## config.mk

```make
export PLATFORM = sky130hd
export DESIGN_NAME = wishbone_slave_bridge
export DESIGN_NICKNAME = d
export VERILOG_FILES = /design/src/rtl/wishbone_slave_bridge.sv
export SDC_FILE = /design/constraint.sdc
export NUM_CORES = 1
export LEC_CHECK = 0
export ABC_AREA = 1
export CAP_MARGIN = 10
export CORE_ASPECT_RATIO = 0.6
export CORE_MARGIN = 5
export CORE_UTILIZATION = 47
export CTS_CLUSTER_SIZE = 24
export DETAILED_ROUTE_END_ITERATION = 10
export PLACE_DENSITY = 0.86
export SYNTH_ARGS = -nofsm -noshare
export SYNTH_HDL_FRONTEND = slang
export SYNTH_SLANG_ARGS = --single-unit
```

## constraint.sdc

```tcl
create_clock -name clk_i -period 2.7 [get_ports clk_i]
set_input_delay 0.405 -clock clk_i [delete_from_list [all_inputs] [get_ports clk_i]]
set_output_delay 0.405 -clock clk_i [all_outputs]
set_load 0.02 [all_outputs]
```

## src/rtl/wishbone_slave_bridge.sv

```systemverilog
// -----------------------------------------------------------------------------
// wishbone_slave_bridge
//   Wishbone slave front end that turns one bus cycle into one request toward a
//   simple ready/valid device port. A single transfer is in flight at a time;
//   stall_o is held while the bridge is busy.
//
// Ports
//   clk_i, rst_i          clock, asynchronous active-low reset
//   addr_i/data_i/sel_i/we_i/cyc_i/stb_i   Wishbone request
//   data_o/ack_o/err_o/stall_o             Wishbone response (data/ack/err registered)
//   device_req_o/device_ready_i            request handshake toward device
//   device_addr_o/wdata_o/be_o/we_o        captured request fields
//   device_rdata_i/device_rdata_valid_i    read response from device
// -----------------------------------------------------------------------------
module wishbone_slave_bridge #(
    parameter int ADDR_W  = 32,
    parameter int DATA_W  = 32,
    parameter int SEL_W   = DATA_W / 8,
    parameter int TIMEOUT = 255
) (
    input  logic              clk_i,
    input  logic              rst_i,
    input  logic [ADDR_W-1:0] addr_i,
    input  logic [DATA_W-1:0] data_i,
    output logic [DATA_W-1:0] data_o,
    input  logic              we_i,
    input  logic [SEL_W-1:0]  sel_i,
    input  logic              cyc_i,
    input  logic              stb_i,
    output logic              ack_o,
    output logic              err_o,
    output logic              stall_o,
    output logic              device_req_o,
    input  logic              device_ready_i,
    output logic [ADDR_W-1:0] device_addr_o,
    output logic [DATA_W-1:0] device_wdata_o,
    output logic [SEL_W-1:0]  device_be_o,
    output logic              device_we_o,
    input  logic [DATA_W-1:0] device_rdata_i,
    input  logic              device_rdata_valid_i
);

    typedef enum logic [2:0] {
        ST_IDLE,
        ST_REQ,
        ST_WAIT,
        ST_RESP,
        ST_ERR,
        ST_DRAIN
    } state_t;

    // Counter expires on the cycle it holds TIMEOUT-1, i.e. after TIMEOUT cycles
    localparam logic [15:0] CNT_LAST = 16'(TIMEOUT - 1);

    state_t              state_reg, state_next;
    logic [15:0]         cnt_reg, cnt_next;
    logic [ADDR_W-1:0]   addr_reg, addr_next;
    logic [DATA_W-1:0]   wdata_reg, wdata_next;
    logic [SEL_W-1:0]    be_reg, be_next;
    logic                we_reg, we_next;
    logic [DATA_W-1:0]   rdata_reg, rdata_next;
    logic                ack_reg, ack_next;
    logic                err_reg, err_next;
    logic                timeout_hit;
    logic                counting;

    assign timeout_hit = (cnt_reg == CNT_LAST);
    assign counting    = (state_reg == ST_REQ) || (state_reg == ST_WAIT) ||
                         (state_reg == ST_DRAIN);

    always_ff @(posedge clk_i or negedge rst_i) begin
        if (!rst_i) begin
            state_reg <= ST_IDLE;
            cnt_reg   <= '0;
            addr_reg  <= '0;
            wdata_reg <= '0;
            be_reg    <= '0;
            we_reg    <= 1'b0;
            rdata_reg <= '0;
            ack_reg   <= 1'b0;
            err_reg   <= 1'b0;
        end else begin
            state_reg <= state_next;
            cnt_reg   <= cnt_next;
            addr_reg  <= addr_next;
            wdata_reg <= wdata_next;
            be_reg    <= be_next;
            we_reg    <= we_next;
            rdata_reg <= rdata_next;
            ack_reg   <= ack_next;
            err_reg   <= err_next;
        end
    end

    always_comb begin
        state_next = state_reg;
        addr_next  = addr_reg;
        wdata_next = wdata_reg;
        be_next    = be_reg;
        we_next    = we_reg;
        rdata_next = rdata_reg;

        case (state_reg)
            ST_IDLE: begin
                if (cyc_i && stb_i && !ack_reg && !err_reg) begin
                    addr_next  = addr_i;
                    wdata_next = data_i;
                    be_next    = sel_i;
                    we_next    = we_i;
                    if (sel_i == '0) begin
                        // Null transfer: terminate without touching the device
                        state_next = ST_RESP;
                        rdata_next = '0;
                    end else begin
                        state_next = ST_REQ;
                    end
                end
            end
            ST_REQ: begin
                // Master abort beats everything; handshake beats timeout
                if (!cyc_i) begin
                    state_next = ST_IDLE;
                end else if (device_ready_i) begin
                    if (we_reg) begin
                        state_next = ST_RESP;
                        rdata_next = '0;
                    end else if (device_rdata_valid_i) begin
                        state_next = ST_RESP;
                        rdata_next = device_rdata_i;
                    end else begin
                        state_next = ST_WAIT;
                    end
                end else if (timeout_hit) begin
                    state_next = ST_ERR;
                    rdata_next = '0;
                end
            end
            ST_WAIT: begin
                // If the response lands in the abort cycle it is already consumed,
                // so there is nothing left to drain.
                if (!cyc_i) begin
                    state_next = device_rdata_valid_i ? ST_IDLE : ST_DRAIN;
                end else if (device_rdata_valid_i) begin
                    state_next = ST_RESP;
                    rdata_next = device_rdata_i;
                end else if (timeout_hit) begin
                    state_next = ST_ERR;
                    rdata_next = '0;
                end
            end
            ST_DRAIN: begin
                if (device_rdata_valid_i || timeout_hit) begin
                    state_next = ST_IDLE;
                end
            end
            ST_RESP: state_next = ST_IDLE;
            ST_ERR:  state_next = ST_IDLE;
            default: state_next = ST_IDLE;
        endcase

        // Every transition restarts the counter, so entry to a counting state clears it
        if (counting && (state_next == state_reg)) begin
            cnt_next = cnt_reg + 16'd1;
        end else begin
            cnt_next = '0;
        end

        ack_next = (state_next == ST_RESP);
        err_next = (state_next == ST_ERR);
    end

    assign data_o         = rdata_reg;
    assign ack_o          = ack_reg;
    assign err_o          = err_reg;
    assign stall_o        = (state_reg != ST_IDLE);
    assign device_req_o   = (state_reg == ST_REQ);
    assign device_addr_o  = addr_reg;
    assign device_wdata_o = wdata_reg;
    assign device_be_o    = be_reg;
    assign device_we_o    = we_reg;

endmodule

```

==> results.cfg, run 1 <==
[outcome]
outcome = finished clean

[timing]
final.setup.tns_ps = 0
fmax_mhz = 438
min_period_ps = 2280
fin_worst_skew_ps = 6.54
setup_viol = 0
worst_slew_pin_slew_ps = 1070
layout_setup_ws_ps = 419
relSlewSlack = 0.286
grt_setup_unrepaired = no
hold_viol = 0
period_share = 0.845
drv_slew = 0

[placement]
placed_cells = 941
gp_congestion = 0.968
hpwl_mm = 10.9
place.port_buffers = 211
place_ws_ps = 360

[drt]
wirelength_met1_mm = 6.52
wl_per_cell_um = 15.5
first_pass_iters = 5
antenna_left = 0
highest_layer = met4
route.met3.wl_mm = 1.42
drc = 0
via_per_inst = 4.97
dr.first_iter.drc_count = 383
via_count = 4831
routed-wl-met2_mm = 6.95
wl_mm = 15.0

[critical_path]
worst_path_max_delay_cell = clkdlybuf4s50_1
r2r_cells = 12
crit_fanout = 5
crit_chain = inv_2 -> nand2_1 -> nor2_2 -> clkdlybuf4s50_1
required_ps = 2300
cp-end-kind = output port
startpoint_type = register
arrival_ps = 1880
worstSetupPathType = reg -> out
slowest_delay_ps = 660

[finish]
ff_latch_area_mm2 = 0.00305
fill_cells = 720
layout-drive-gt1-share = 0.0828
multiInputGateArea_mm2 = 0.00188
final_nets = 930
areaGrowthSynthToFinish_pct = 53.6
num_antenna_cells = 0
finalNonFillerCells = 972

[power]
p_sw_frac = 0.374
power.internal_mw = 5.63
peakVddDrop_uv = 689
leakage_nw = 3.74
power_density_mw_per_mm2 = 1110
combPwrFrac = 0.432
pwr-share-seq = 0.329
switching_power_mw = 3.37
clockPowerShare = 0.239

[global_routing]
grt_overflow = 0
grt_pass1_wl_mm = 25.1
first_global_vias = 4860
grt_max_degree = 71
grt_util_all_layers = 0.229
antenna_found_initial = 0

[cts]
path_clk_slew_ps = 50
cts_buffer_depth = 2
cts_root_buf = clkbuf_16
cts.sinks = 122
cts_tree = yes
clkLatencyLatePin_ps = 400
cts-resized-gates = 0
post_cts_buffers = 0
tritoncts.num_buffers = 17
postCtsHoldBufs = 0
h-tree-depth = 4

[synth]
synthTopCellsByCount = nand2_1 (243), dfrtp_1 (122), inv_1 (49)
netlist_area_mm2 = 0.00526
yosys_warnings = 0
ys_seq_area_frac = 0.580
syn_area_per_cell_um2 = 8.62
synth-seq-cells = 122
synth_flop_cell = dfrtp_1
async_reset_ff_frac = 1.00
synth_nets = 719
synth.most_common_cell = nand2_1
synthCells = 610
yosysUniqueCellTypes = 32
synth_largest_area_cell = dfrtp_1
synth_top_area_share = 0.580
synth_edf_count = 0
synth_area_leaders = dfrtp_1 (58%), nand2_1 (17%), nand3_1 (3.9%)

[min_path]
hp-class = in -> async

[floorplan]
core_mm2 = 0.0107
initial_core_util = 0.490
die_x_um = 147
fp.dieH_um = 91.9
io-pin-count = 212
row_count = 29
die_area_mm2 = 0.0135

[job]
maxCapViolations = 0
-- power groups by stage --
stage / combinational (mW) / sequential [mW] / clock, mW
2_1_floorplan: 1.11 / 3.77 / 0
3_3_place_gp: 3.83 / 2.94 / 0
3_5_place_dp: 3.92 / 2.96 / 0
4_1_cts: 3.94 / 2.95 / 2.20
5_1_grt: 4.18 / 3.04 / 2.29
6_report: 3.89 / 2.96 / 2.15
-- per-stage QoR --
step           power [mW]  cell area, um^2   util  hold WS [ps]
3_5_place_dp         6.88             7500  0.698           457
6_report             9.00             8080  0.752          71.6
2_1_floorplan        4.88             5260      -           109
5_1_grt              9.51             8080  0.752           135
4_1_cts              9.09             8080  0.752           103
3_3_place_gp         6.77             7500  0.698           454
-- kinds of logic (layout without fill, tap and decap cells) --
family	Yosys count	in the layout	synth area share
compound gates	48	48	0.0483
xor+xnor	10	10	0.0167
fa+ha+maj	2	2	0.00476
buf+inv	81	304	0.0635
flops	122	122	0.580
simple gates	347	347	0.286
-- critical path, delay by kind of cell, from the launching register on --
family	cells	cell delay (ps)
flip-flops	1	430
AND/OR/NAND/NOR	2	290
buffers and inverters	2	750
-- layer usage --
layer,vias up,track usage
met5,-,0
met2,237,0.361
met3,16,0.0724
met1,2249,0.313
li1,2329,-
met4,0,0.0548
-- layout by cell type, fill, tap and decap left out, types with 5 or more instances in the layout --
master and count:
nand4_1 5, o21ai_0 11, o21ai_1 30, inv_2 6, nor3_2 10, clkdlybuf4s50_1 210
nor3_1 10, inv_1 49, xor2_1 6, dfrtp_1 122, nand3_1 41, nand2_1 243
buf_4 5, nor2_1 24, clkinv_2 5, clkbuf_16 17
-- path summary, 6_finish.rpt --
kind | from | to | slack, ps
max reg2reg | cnt_reg[0]$_DFF_PN0_ | cnt_reg[3]$_DFF_PN0_ | 590
min reg2reg | device_addr_o[11]$_DFFE_PN0P_ | device_addr_o[11]$_DFFE_PN0P_ | 470
max | state_reg[1]$_DFF_PN0_ | device_req_o | 420
min in group clk_i | device_addr_o[11]$_DFFE_PN0P_ | device_addr_o[11]$_DFFE_PN0P_ | 470
max in group asynchronous | rst_i | data_o[24]$_DFFE_PN0P_ | 1900
min | rst_i | data_o[11]$_DFFE_PN0P_ | 70
-- final cells by class --
| class | count | share of cell area |
|---|---|---|
| clock buffers | 19 | 0.0561 |
| multi-input cells | 407 | 0.233 |
| well taps | 139 | 0.0215 |
| clock inverters | 12 | 0.0155 |
| repair buffers | 217 | 0.270 |
| inverters | 56 | 0.0260 |
| flip-flops and latches | 122 | 0.378 |
(Power assumes the default switching activity.)
==> inputs of run 2 (changes only) <==
CORE_UTILIZATION = 43   (was 47)
PLACE_DENSITY = 0.8   (was 0.86)
clock period = 2.3 ns   (was 2.7 ns; I/O delays follow)
==> run 2 against run 1 <==
- via count down 1.3%
- sequential cell count stayed put
- core utilization is 7.0 points lower
- worst setup slack got worse by 300 ps
- critical endpoint is now stall_o
- largest cell class unchanged
- highest routed layer unchanged
==> results.cfg, run 2 (synthesis results as in run 1) <==
[outcome]
outcome = finished clean

[cts]
cts.sinks = 122
path_clk_slew_ps = 50
h-tree-depth = 4
clkLatencyLatePin_ps = 400
cts_buffer_depth = 2
tritoncts.num_buffers = 17
cts_root_buf = clkbuf_16
cts_tree = yes

[timing]
hold_viol = 0
worst_slew_pin_slew_ps = 483
period_share = 0.948
setup_viol = 0
fin_worst_skew_ps = 7.98
grt_setup_unrepaired = no
min_period_ps = 2180
relSlewSlack = 0.677
timing.hold.ws_ps = 427
fmax_mhz = 459
drv_slew = 0

[critical_path]
crit_chain = nor2_2 -> buf_4 -> nand2_1 -> clkdlybuf4s50_1
arrival_ps = 1840
r2r-start = cnt_reg[0]$_DFF_PN0_
cp-end-kind = output port
slowest_delay_ps = 650
r2r_cells = 12
worstSetupPathType = reg -> out
crit_fanout = 4
worst_path_max_delay_cell = clkdlybuf4s50_1
required_ps = 1960
startpoint_type = register
r2r-end = cnt_reg[15]$_DFF_PN0_
reg2reg_slack_ps = 180

[global_routing]
antenna_found_initial = 0
grt_overflow = 0
grt_max_degree = 44
grt_util_all_layers = 0.213
grt_pass1_wl_mm = 24.9
first_global_vias = 4864

[drt]
highest_layer = met4
via_per_inst = 4.75
first_pass_iters = 5
wl_per_cell_um = 15.3
routed-wl-met2_mm = 6.78
antenna_left = 0
dr.first_iter.drc_count = 342
via_count = 4770
wirelength_met1_mm = 7.36
route.met3.wl_mm = 1.07
wl_mm = 15.3
drc = 0

[power]
power_density_mw_per_mm2 = 1300
power.internal_mw = 6.69
clockPowerShare = 0.245
peakVddDrop_uv = 667
combPwrFrac = 0.431
leakage_nw = 3.80
switching_power_mw = 3.99
p_sw_frac = 0.374
pwr-share-seq = 0.325

[placement]
place.port_buffers = 211
hpwl_mm = 11.2
gp_congestion = 0.846
placed_cells = 973

[finish]
num_antenna_cells = 0
layout-drive-gt1-share = 0.0882
finalNonFillerCells = 1004
final_common_cell = nand2_1
fill_cells = 897
final_nets = 937
multiInputGateArea_mm2 = 0.00189
utilization = 0.682
ff_latch_area_mm2 = 0.00305
layout_common_cells = nand2_1 (243), clkdlybuf4s50_1 (209), dfrtp_1 (122)
areaGrowthSynthToFinish_pct = 55.9

[job]
maxCapViolations = 0

[floorplan]
core_mm2 = 0.0120
io-pin-count = 212
initial_core_util = 0.437
fp.dieH_um = 95.7
row_count = 31
die_x_um = 153
die_area_mm2 = 0.0146

[min_path]
hp-class = in -> async
-- run 2: cell count changes in the layout (fill, tap and decap cells not counted), sizes merged --
cell           previous run  this run
clkbuf                   19        17
buf                       7        13
dlymetal6s2s              0         1
clkdlybuf4s50           210       209
dlygate4sd3               0         1
bufinv                    2         3
-- run 2: what timing repair did --
item                       in CTS  in global routing
setup buffers                   0                  0
gates resized for setup         0                  2
setup endpoints to repair       0                  3
hold buffers                    1                  0
hold endpoints to repair       29                  0
-- run 2: worst max path at each step --
stage | start | to | slack [ps] | cells past startpoint
detailed placement | sel_i[1] | data_o[31]$_DFFE_PN0P_ | -10 | 9
CTS | state_reg[1]$_DFF_PN0_ | device_req_o | 20 | 4
finish | state_reg[0]$_DFF_PN0_ | stall_o | 120 | 4
global route | cnt_reg[0]$_DFF_PN0_ | cnt_reg[15]$_DFF_PN0_ | 10 | 12
floorplan | state_reg[1]$_DFF_PN0_ | cnt_reg[10]$_DFF_PN0_ | 580 | 11
global placement | sel_i[0] | data_o[0]$_DFFE_PN0P_ | 70 | 9
-- run 2: critical path, delay by kind of cell, from the launching register on --
| kind | cells | cell delay [ps] |
|---|---|---|
| flip-flops | 1 | 420 |
| buffers and inverters | 2 | 800 |
| AND/OR/NAND/NOR | 2 | 210 |
-- run 2: power groups by stage --
stage | combinational, mW | sequential (mW) | clock, mW
floorplan | 1.30 | 4.43 | 0
global placement | 4.54 | 3.46 | 0
detailed placement | 4.63 | 3.48 | 0
CTS | 4.64 | 3.47 | 2.65
global route | 4.95 | 3.58 | 2.77
finish | 4.60 | 3.47 | 2.62
-- run 2: cell type report --
cell class,instances,area share
clock inverters,13,0.0189
multi-input cells,407,0.230
flip-flops and latches,122,0.372
inverters,56,0.0256
well taps,165,0.0252
clock buffers,17,0.0519
repair buffers,224,0.276
-- run 2: per-layer routing --
metal	vias up	global-route usage
li1	2345	-
met3	13	0.0712
met4	0	0.0393
met5	-	0
met2	170	0.325
met1	2242	0.302
-- run 2: through the flow --
stage                     total power, mW  TNS (ps)  worst slack (ps)  area (um^2)
after global routing                 11.3         0              14.2         8200
after floorplan                      5.73         0               577         5260
after detailed placement             8.11     -22.0             -11.8         7600
after global placement               8.00         0              65.6         7600
final                                10.7         0               119         8200
after CTS                            10.8         0              19.7         8190
